### config.mk
export PLATFORM = sky130hd
export DESIGN_NAME = ram_bus_arbiter
export DESIGN_NICKNAME = d
export VERILOG_FILES = /design/src/rtl/ram_arb_pkg.sv /design/src/rtl/rr_pick2.sv /design/src/rtl/ram_bus_arbiter.sv
export SDC_FILE = /design/constraint.sdc
export NUM_CORES = 1
export LEC_CHECK = 0
export CAP_MARGIN = 15
export CORE_AREA = 2 2 122 124
export CTS_CLUSTER_SIZE = 14
export DETAILED_ROUTE_END_ITERATION = 10
export DIE_AREA = 0 0 124 126
export HOLD_SLACK_MARGIN = 0.05
export MAX_ROUTING_LAYER = met4
export PLACE_DENSITY = 0.74
export SYNTH_ARGS = -nofsm -noshare
export SYNTH_HDL_FRONTEND = slang
export SYNTH_SLANG_ARGS = --single-unit
### constraint.sdc
create_clock -name clk -period 2.6 [get_ports clk]
set_clock_uncertainty 0.05 [all_clocks]
set_input_delay 0.52 -clock clk [delete_from_list [all_inputs] [get_ports clk]]
set_output_delay 0.52 -clock clk [all_outputs]
set_load 0.05 [all_outputs]
### src/rtl/ram_arb_pkg.sv
// rtl/ram_arb_pkg.sv - shared encodings and types for the RAM bus arbiter
package ram_arb_pkg;

  // Master identifiers, also used as the round-robin pointer and the in-flight tag
  localparam logic MASTER_CPU = 1'b0;
  localparam logic MASTER_M1  = 1'b1;

  // Width of the M1 lock run counter (LOCK_MAX is limited to 255)
  localparam int LOCK_CNT_W = 8;

  typedef enum logic {
    REQ_RD = 1'b0,
    REQ_WR = 1'b1
  } req_type_e;

  // One captured CPU access waiting for a slave slot
  typedef struct packed {
    req_type_e   typ;
    logic [31:0] addr;
    logic [31:0] wdata;
    logic [3:0]  wmask;
  } cpu_req_t;

endpackage

### src/rtl/rr_pick2.sv
// rtl/rr_pick2.sv - two-requester round-robin picker with M1 lock override
module rr_pick2
  import ram_arb_pkg::*;
(
  input  logic [1:0] req,      // bit 0 = CPU, bit 1 = M1
  input  logic       last,     // master granted most recently
  input  logic       lock_ok,  // M1 may keep the slot on contention
  output logic [1:0] grant     // one-hot, same bit order as req
);

  // A lone requester always wins; on contention the master not served last wins unless M1 holds the lock
  always_comb begin
    grant = 2'b00;
    case (req)
      2'b01:   grant = 2'b01;
      2'b10:   grant = 2'b10;
      2'b11:   grant = (lock_ok || (last == MASTER_CPU)) ? 2'b10 : 2'b01;
      default: grant = 2'b00;
    endcase
  end

endmodule

### src/rtl/ram_bus_arbiter.sv
// rtl/ram_bus_arbiter.sv - shares the single RAM port between the CPU and the framebuffer fetch engine
module ram_bus_arbiter
  import ram_arb_pkg::*;
#(
  parameter int LOCK_MAX  = 8,
  parameter bit CPU_FIRST = 1'b1
) (
  input  logic        clk,
  input  logic        resetn,
  input  logic [31:0] cpu_addr,
  input  logic [31:0] cpu_wdata,
  input  logic [3:0]  cpu_wmask,
  input  logic        cpu_rstrb,
  output logic [31:0] cpu_rdata,
  output logic        cpu_rbusy,
  output logic        cpu_wbusy,
  input  logic        m1_req,
  input  logic        m1_we,
  input  logic        m1_lock,
  input  logic [31:0] m1_addr,
  input  logic [31:0] m1_wdata,
  input  logic [3:0]  m1_wmask,
  output logic        m1_gnt,
  output logic        m1_rvalid,
  output logic [31:0] m1_rdata,
  output logic [31:0] s_addr,
  output logic [31:0] s_wdata,
  output logic [3:0]  s_wmask,
  output logic        s_rstrb,
  input  logic [31:0] s_rdata
);

  localparam logic [LOCK_CNT_W-1:0] LOCK_LIMIT = LOCK_CNT_W'(LOCK_MAX);

  logic                  pend_valid;
  cpu_req_t              pend;
  logic                  rr_last;
  logic                  lock_armed;
  logic [LOCK_CNT_W-1:0] lock_cnt;
  logic                  infl_valid;
  logic                  infl_tag;
  logic                  cpu_strobe;
  logic                  lock_ok;
  logic [1:0]            grant;
  logic                  gnt_cpu;
  logic                  gnt_m1;

  assign cpu_strobe = cpu_rstrb | (|cpu_wmask);

  // lock_armed stays low until M1 has really been served, so the reset value of rr_last cannot start a lock run
  assign lock_ok = lock_armed && m1_lock && (lock_cnt < LOCK_LIMIT);

  rr_pick2 u_pick (
    .req     ({m1_req, pend_valid}),
    .last    (rr_last),
    .lock_ok (lock_ok),
    .grant   (grant)
  );

  assign gnt_cpu = grant[0];
  assign gnt_m1  = grant[1];

  // Capture one CPU strobe into the pending slot; a write wins over a simultaneous read
  always_ff @(posedge clk) begin
    if (!resetn) begin
      pend_valid <= 1'b0;
      pend       <= '0;
    end else begin
      if (gnt_cpu) begin
        pend_valid <= 1'b0;
      end
      if (cpu_strobe && !pend_valid) begin
        pend_valid <= 1'b1;
        pend.typ   <= (|cpu_wmask) ? REQ_WR : REQ_RD;
        pend.addr  <= cpu_addr;
        pend.wdata <= cpu_wdata;
        pend.wmask <= cpu_wmask;
      end
    end
  end

  // Round-robin pointer and M1 lock run length; the pointer holds the last granted master
  always_ff @(posedge clk) begin
    if (!resetn) begin
      rr_last    <= CPU_FIRST;
      lock_armed <= 1'b0;
      lock_cnt   <= '0;
    end else begin
      if (gnt_cpu) begin
        rr_last    <= MASTER_CPU;
        lock_armed <= 1'b0;
      end else if (gnt_m1) begin
        rr_last    <= MASTER_M1;
        lock_armed <= 1'b1;
      end
      if (gnt_cpu || !m1_lock) begin
        lock_cnt <= '0;
      end else if (gnt_m1 && (lock_cnt < LOCK_LIMIT)) begin
        lock_cnt <= lock_cnt + 1'b1;
      end
    end
  end

  // Remember who owns the read issued this cycle so next cycle's s_rdata goes to the right master
  always_ff @(posedge clk) begin
    if (!resetn) begin
      infl_valid <= 1'b0;
      infl_tag   <= MASTER_CPU;
    end else begin
      infl_valid <= s_rstrb;
      infl_tag   <= gnt_m1 ? MASTER_M1 : MASTER_CPU;
    end
  end

  // Drive the slave port from the winner; when idle only the strobes drop, address/data keep the pending values
  always_comb begin
    s_addr  = pend.addr;
    s_wdata = pend.wdata;
    s_wmask = 4'b0000;
    s_rstrb = 1'b0;
    if (gnt_m1) begin
      s_addr  = m1_addr;
      s_wdata = m1_wdata;
      s_wmask = m1_we ? m1_wmask : 4'b0000;
      s_rstrb = !m1_we;
    end else if (gnt_cpu) begin
      s_wmask = (pend.typ == REQ_WR) ? pend.wmask : 4'b0000;
      s_rstrb = (pend.typ == REQ_RD);
    end
  end

  // Busy flags, grant pulse and read-data routing back to each master
  always_comb begin
    cpu_rbusy = pend_valid && (pend.typ == REQ_RD);
    cpu_wbusy = pend_valid && (pend.typ == REQ_WR);
    m1_gnt    = gnt_m1;
    m1_rvalid = infl_valid && (infl_tag == MASTER_M1);
    m1_rdata  = m1_rvalid ? s_rdata : 32'h0;
    cpu_rdata = (infl_valid && (infl_tag == MASTER_CPU)) ? s_rdata : 32'h0;
  end

endmodule

Word-level counts from Yosys, hierarchy flattened
Index checks and enable logic that the tools add are counted.
- input bits: 174
- word-level logic and storage cells: 56
- output and inout port bits: 137
- register bits: 82
- $add $sub $neg: 1
- equal/unequal tests: 3
- reduce and logical (&&, ||, !) cells: 18
- bitwise gates (word level): 5
- mux-type cells: 18
- order comparisons: 1
- operator list (cell ; count):
    $mux W32 ; 4
    $mux W4 ; 4
    $add A8 B1 Y8 const B ; 1
    $logic_and A1 B1 Y1 ; 8
    $lt A8 B4 Y1 const B ; 1
    $mux W1 ; 8
    $pmux W2 S3 ; 1
    $eq A2 B2 Y1 const B ; 2
    $not A1 Y1 ; 4
    $reduce_bool A2 Y1 ; 2
    $reduce_or A2 Y1 ; 2
    $reduce_or A4 Y1 ; 1
    $logic_not A1 Y1 ; 3
    $eq A2 B1 Y1 const B ; 1
    $logic_or A1 B1 Y1 ; 2
    $mux W2 ; 1
    $or A1 B1 Y1 ; 1

Logic depth before layout (Yosys ltp)
- depth in word-level cells: 7
- mapped depth: 6
- depth with buffers taken out: 4

Modules after synthesis
A second synthesis with hierarchy kept.
- cells, all modules: 695
- area total of the unflattened synthesis: 5683.0 um^2
- by module, submodules not included (module ; times used ; cells an instance ; area each (um^2) ; sequential area each (um^2)):
    ram_bus_arbiter ; 1 ; 691 ; 5652.9 ; 1641.6
    rr_pick2 ; 1 ; 4 ; 30.0 ; 0.0

Worst setup path before layout
Ideal clock, no wire load.
- path kind: input-to-output
- start: input port m1_req
- end: output port s_wmask[0]
- slack: -0.045 ns
- data arrival time: 2.075 ns
- stages on the path: 5
- buffers on the path: 1
- required time: 2.030 ns
- cells stage by stage: nor2b_1 -> a32oi_1 -> buf_6 -> inv_1 -> a32o_1
- elaborated cells between the ends (all ways): 6
- classes of those cells: eq/ne (3); mux (3)
- RTL lines (element ; RTL line ; source):
    from (decl) ; ram_bus_arbiter.sv:17 ; input logic m1_req,
    $eq A2 B2 Y1 or $eq A2 B1 Y1 (tied branches) ; rr_pick2.sv:14 ; case (req)
    $pmux W2 S3 * ; rr_pick2.sv:14 ;
    net m1_gnt ; ram_bus_arbiter.sv:23 ; output logic m1_gnt,
    $mux W4 * ; ram_bus_arbiter.sv:121 ; if (gnt_m1) begin
    to (decl) ; ram_bus_arbiter.sv:28 ; output logic [3:0] s_wmask,
Mark *: on every way through the listed nets, which the timed path passes. The rest lies on a longest branch.

Worst setup path in the final report
- start: register lock_cnt[7]
- end: output port s_addr[23]
- word-level cells in the longest chain between the ends: 6
- RTL lines (element ; RTL line ; source):
    from (decl) ; ram_bus_arbiter.sv:39 ; logic [LOCK_CNT_W-1:0] lock_cnt;
    from (signal assigned) ; ram_bus_arbiter.sv:99 ; lock_cnt <= lock_cnt + 1'b1;
    $lt A8 B4 Y1 ; ram_bus_arbiter.sv:51 ; assign lock_ok = lock_armed && m1_lock && (lock_cnt < LOCK_LIMIT);
    $logic_and A1 B1 Y1 ; ram_bus_arbiter.sv:51 ;
    $logic_or A1 B1 Y1 ; rr_pick2.sv:17 ; 2'b11: grant = (lock_ok || (last == MASTER_CPU)) ? 2'b10 : 2'b01;
    $mux W2 ; rr_pick2.sv:17 ;
    $pmux W2 S3 ; rr_pick2.sv:14 ;
    $mux W32 ; ram_bus_arbiter.sv:121 ;
    to (decl) ; ram_bus_arbiter.sv:26 ; output logic [31:0] s_addr,
No other way between the ends.

==> results.json <==
{
  "synthFlopType": "dfxtp_1",
  "clk_pin_slew_ns": 0.06,
  "n_antenna_cell": 0,
  "r2r_end": "lock_armed$_SDFFE_PP0P_",
  "stdcell_count": 1006,
  "grt_max_degree": 70,
  "crit_required_ns": 2.03,
  "setup_ws_ns": -0.136,
  "cts_tree": "yes",
  "gp_congestion": 0.929,
  "cts_buffers": 9,
  "cts_max_path_buffers": 2,
  "cpPeakStageDelay_ns": 0.35,
  "cp_slowest_cell": "nor4_4",
  "arrival_ns": 2.17,
  "ir_drop_v": 0.000294,
  "cpMostUsedCell": "buf_6",
  "grt.overflow.total": 0,
  "utilization": 0.647,
  "r2r_start": "lock_cnt[3]$_SDFFE_PP0P_",
  "hold_path_depth": 2,
  "max_slew_margin": 0.621,
  "synth-warning-count": 0,
  "h-tree-depth": 3,
  "hold_end": "pend[32]$_SDFFE_PN0P_",
  "power_density_nw_per_um2": 504,
  "total_power_mw": 4.67,
  "ant_nets": 0,
  "syn_area_per_cell_sq_um": 8.97,
  "timing.reg2reg.setup_slack_ns": 0.60,
  "hpwl_um": 12500,
  "crit_path_end_kind": "primary output",
  "worstSetupStartpointType": "flop",
  "drc": 0,
  "hold_viol": 0,
  "max_cap_viol_count": 0,
  "dp.cells": 975,
  "rr_worst_depth": 10,
  "die_w_um": 124,
  "drt_iter0_drc": 235,
  "syn-instance-count": 503,
  "finalSetupViolations": 42,
  "drive_above_1_share": 0.324,
  "path_max_fanout": 5,
  "synth_common_cells": "130 x nand2_1, 82 x dfxtp_1, 65 x a21boi_0, 41 x and2_1, 39 x mux2_4",
  "via_per_inst": 4.79,
  "fin_crit_sh": 1.05,
  "post-route-min-period_ns": 2.74,
  "synth_top_area_frac": 0.364,
  "p_leak_nw": 4.09,
  "placementRows": 44,
  "fmax_ghz": 0.365,
  "slew_violations": 0,
  "yosysSeqAreaShare": 0.364,
  "setup_tns_ns": -2.55,
  "synth-edff-count": 0,
  "antenna_found_initial": 0,
  "synth_area_leader_cell": "dfxtp_1",
  "area_delta_synth_final_pct": 105,
  "die_area_sq_um": 15600,
  "cts_root_buffer": "clkbuf_16",
  "fp.coreArea_sq_um": 14300,
  "routed_wl_um": 18100,
  "synth_area_leaders": "dfxtp_1 36%, mux2_4 13%, a21boi_0 11%, nand2_1 11%, mux2_2 6.5%",
  "violations": "negative setup slack",
  "port_buffers": 310,
  "track_usage": 0.229,
  "crit_path_cell_trace": "nor4_4 > a32oi_4 > buf_6 > buf_6 > buf_12 > buf_16 > mux2_4 > buf_8",
  "worstSetupPathType": "reg -> out",
  "synth-seq-cells": 82,
  "rsz0062_at_grt": "true",
  "synth_area_sq_um": 4510,
  "worstSkewPairLatency_ns": 0.33,
  "grt_pass1_wl_um": 26500,
  "die_h_um": 126,
  "cts_hold_buf": 0,
  "ios": 311,
  "syn-num-nets": 678,
  "synthDistinctLibCells": 31,
  "wl_per_cell_um": 18.0,
  "num_vias": 4815,
  "synthArstFlopShare": 0,
  "drtPass1Iterations": 4,
  "min_path_type": "reg -> reg",
  "worstHoldStart": "pend[32]$_SDFFE_PN0P_",
  "start_util": 0.315,
  "timing.hold.ws_ns": 0.411,
  "nNetsFinal": 992,
  "status": "complete, but fails checks",
  "synth.most_common_cell": "nand2_1",
  "tightest_slew_ns": 0.569,
  "grt_pass1_vias": 4927,
  "clock_sinks": 82
}
## kinds of logic (layout without fill, tap and decap cells)
group / Yosys count / in the layout / synth area share
adder cells (fa/ha/maj): 1 / 1 / 0.00277
AND/OR/NAND/NOR: 222 / 222 / 0.237
flip-flops: 82 / 82 / 0.364
AO/OA/AOI/OAI: 82 / 82 / 0.139
buffers and inverters: 44 / 363 / 0.0480
multiplexers: 70 / 70 / 0.206
XOR/XNOR: 2 / 2 / 0.00388
## power by group
part           total (mW)  leakage (nW)  switching (mW)  internal, mW
Sequential           1.40         0.678          0.0555          1.34
Clock                1.27         0.147           0.473         0.796
Combinational        2.00          3.26            1.03         0.968
Total                4.67          4.09            1.56          3.11
## metrics by stage
step                setup slack, ns  instance area (sq um)
finish                       -0.136                   9260
global route                 -0.178                   9260
floorplan                    0.0754                   4520
detailed placement           -0.341                   8420
CTS                          -0.155                   9290
global placement             -0.303                   8420
## cell usage in the layout, fill, tap and decap left out, drive strengths merged, types with 2 or more instances in the layout
cell type,instances
a21boi,65
a32o,4
and2,41
and3,33
buf,170
clkbuf,15
clkdlybuf4s50,171
dfxtp,82
inv,4
mux2,65
mux2i,5
nand2,130
nand3,2
nor2,4
nor2b,8
nor4,2
o2111ai,2
o211ai,2
o21a,2
o21ai,2
xor2,2
## metal layers
metal,vias to the layer above,part of all wire,track usage
li1,2326,-,-
met1,2267,0.38,0.250
met2,180,0.52,0.404
met3,42,0.074,0.0498
met4,0,0.026,0.0813
met5,-,0,-
## critical path, delay by kind of cell, from the launching register on
kind,cells,cell delay (ns)
compound gates,1,0.16
buf+inv,5,0.67
flops,1,0.33
mux,1,0.32
simple gates,1,0.35
## flip-flops by register name (all words and copies together) (netlist names)
name and flops:
infl_tag 1, infl_valid 1, lock_armed 1, lock_cnt 8
pend 69, pend_valid 1, rr_last 1
## worst max path at each step
stage                             end                startpoint  depth (start not counted)
after CTS                  s_addr[23]  lock_cnt[5]$_SDFFE_PP0P_                          8
after global routing       s_addr[23]  lock_cnt[7]$_SDFFE_PP0P_                          8
after global placement     s_wdata[8]                   m1_lock                          6
after detailed placement  s_wdata[11]                   m1_lock                          6
final                      s_addr[23]  lock_cnt[7]$_SDFFE_PP0P_                          8
after floorplan            s_wmask[0]                    m1_req                          5
## final cells by class
class,instances,area [sq um]
repair buffers,342,4340
inverters,5,22.5
well taps,184,230
multi-input cells,377,2730
flip-flops and latches,82,1640
clock inverters,2,35.0
clock buffers,14,264
fillers,1106,5050
## repair_timing
item	4_1_cts	5_1_grt
resized for setup	95	13
setup endpoints to repair	70	70
cloned	7	0
setup buffers	9	5
pin swaps	5	4
No activity file was read; power rests on OpenSTA's default activity.
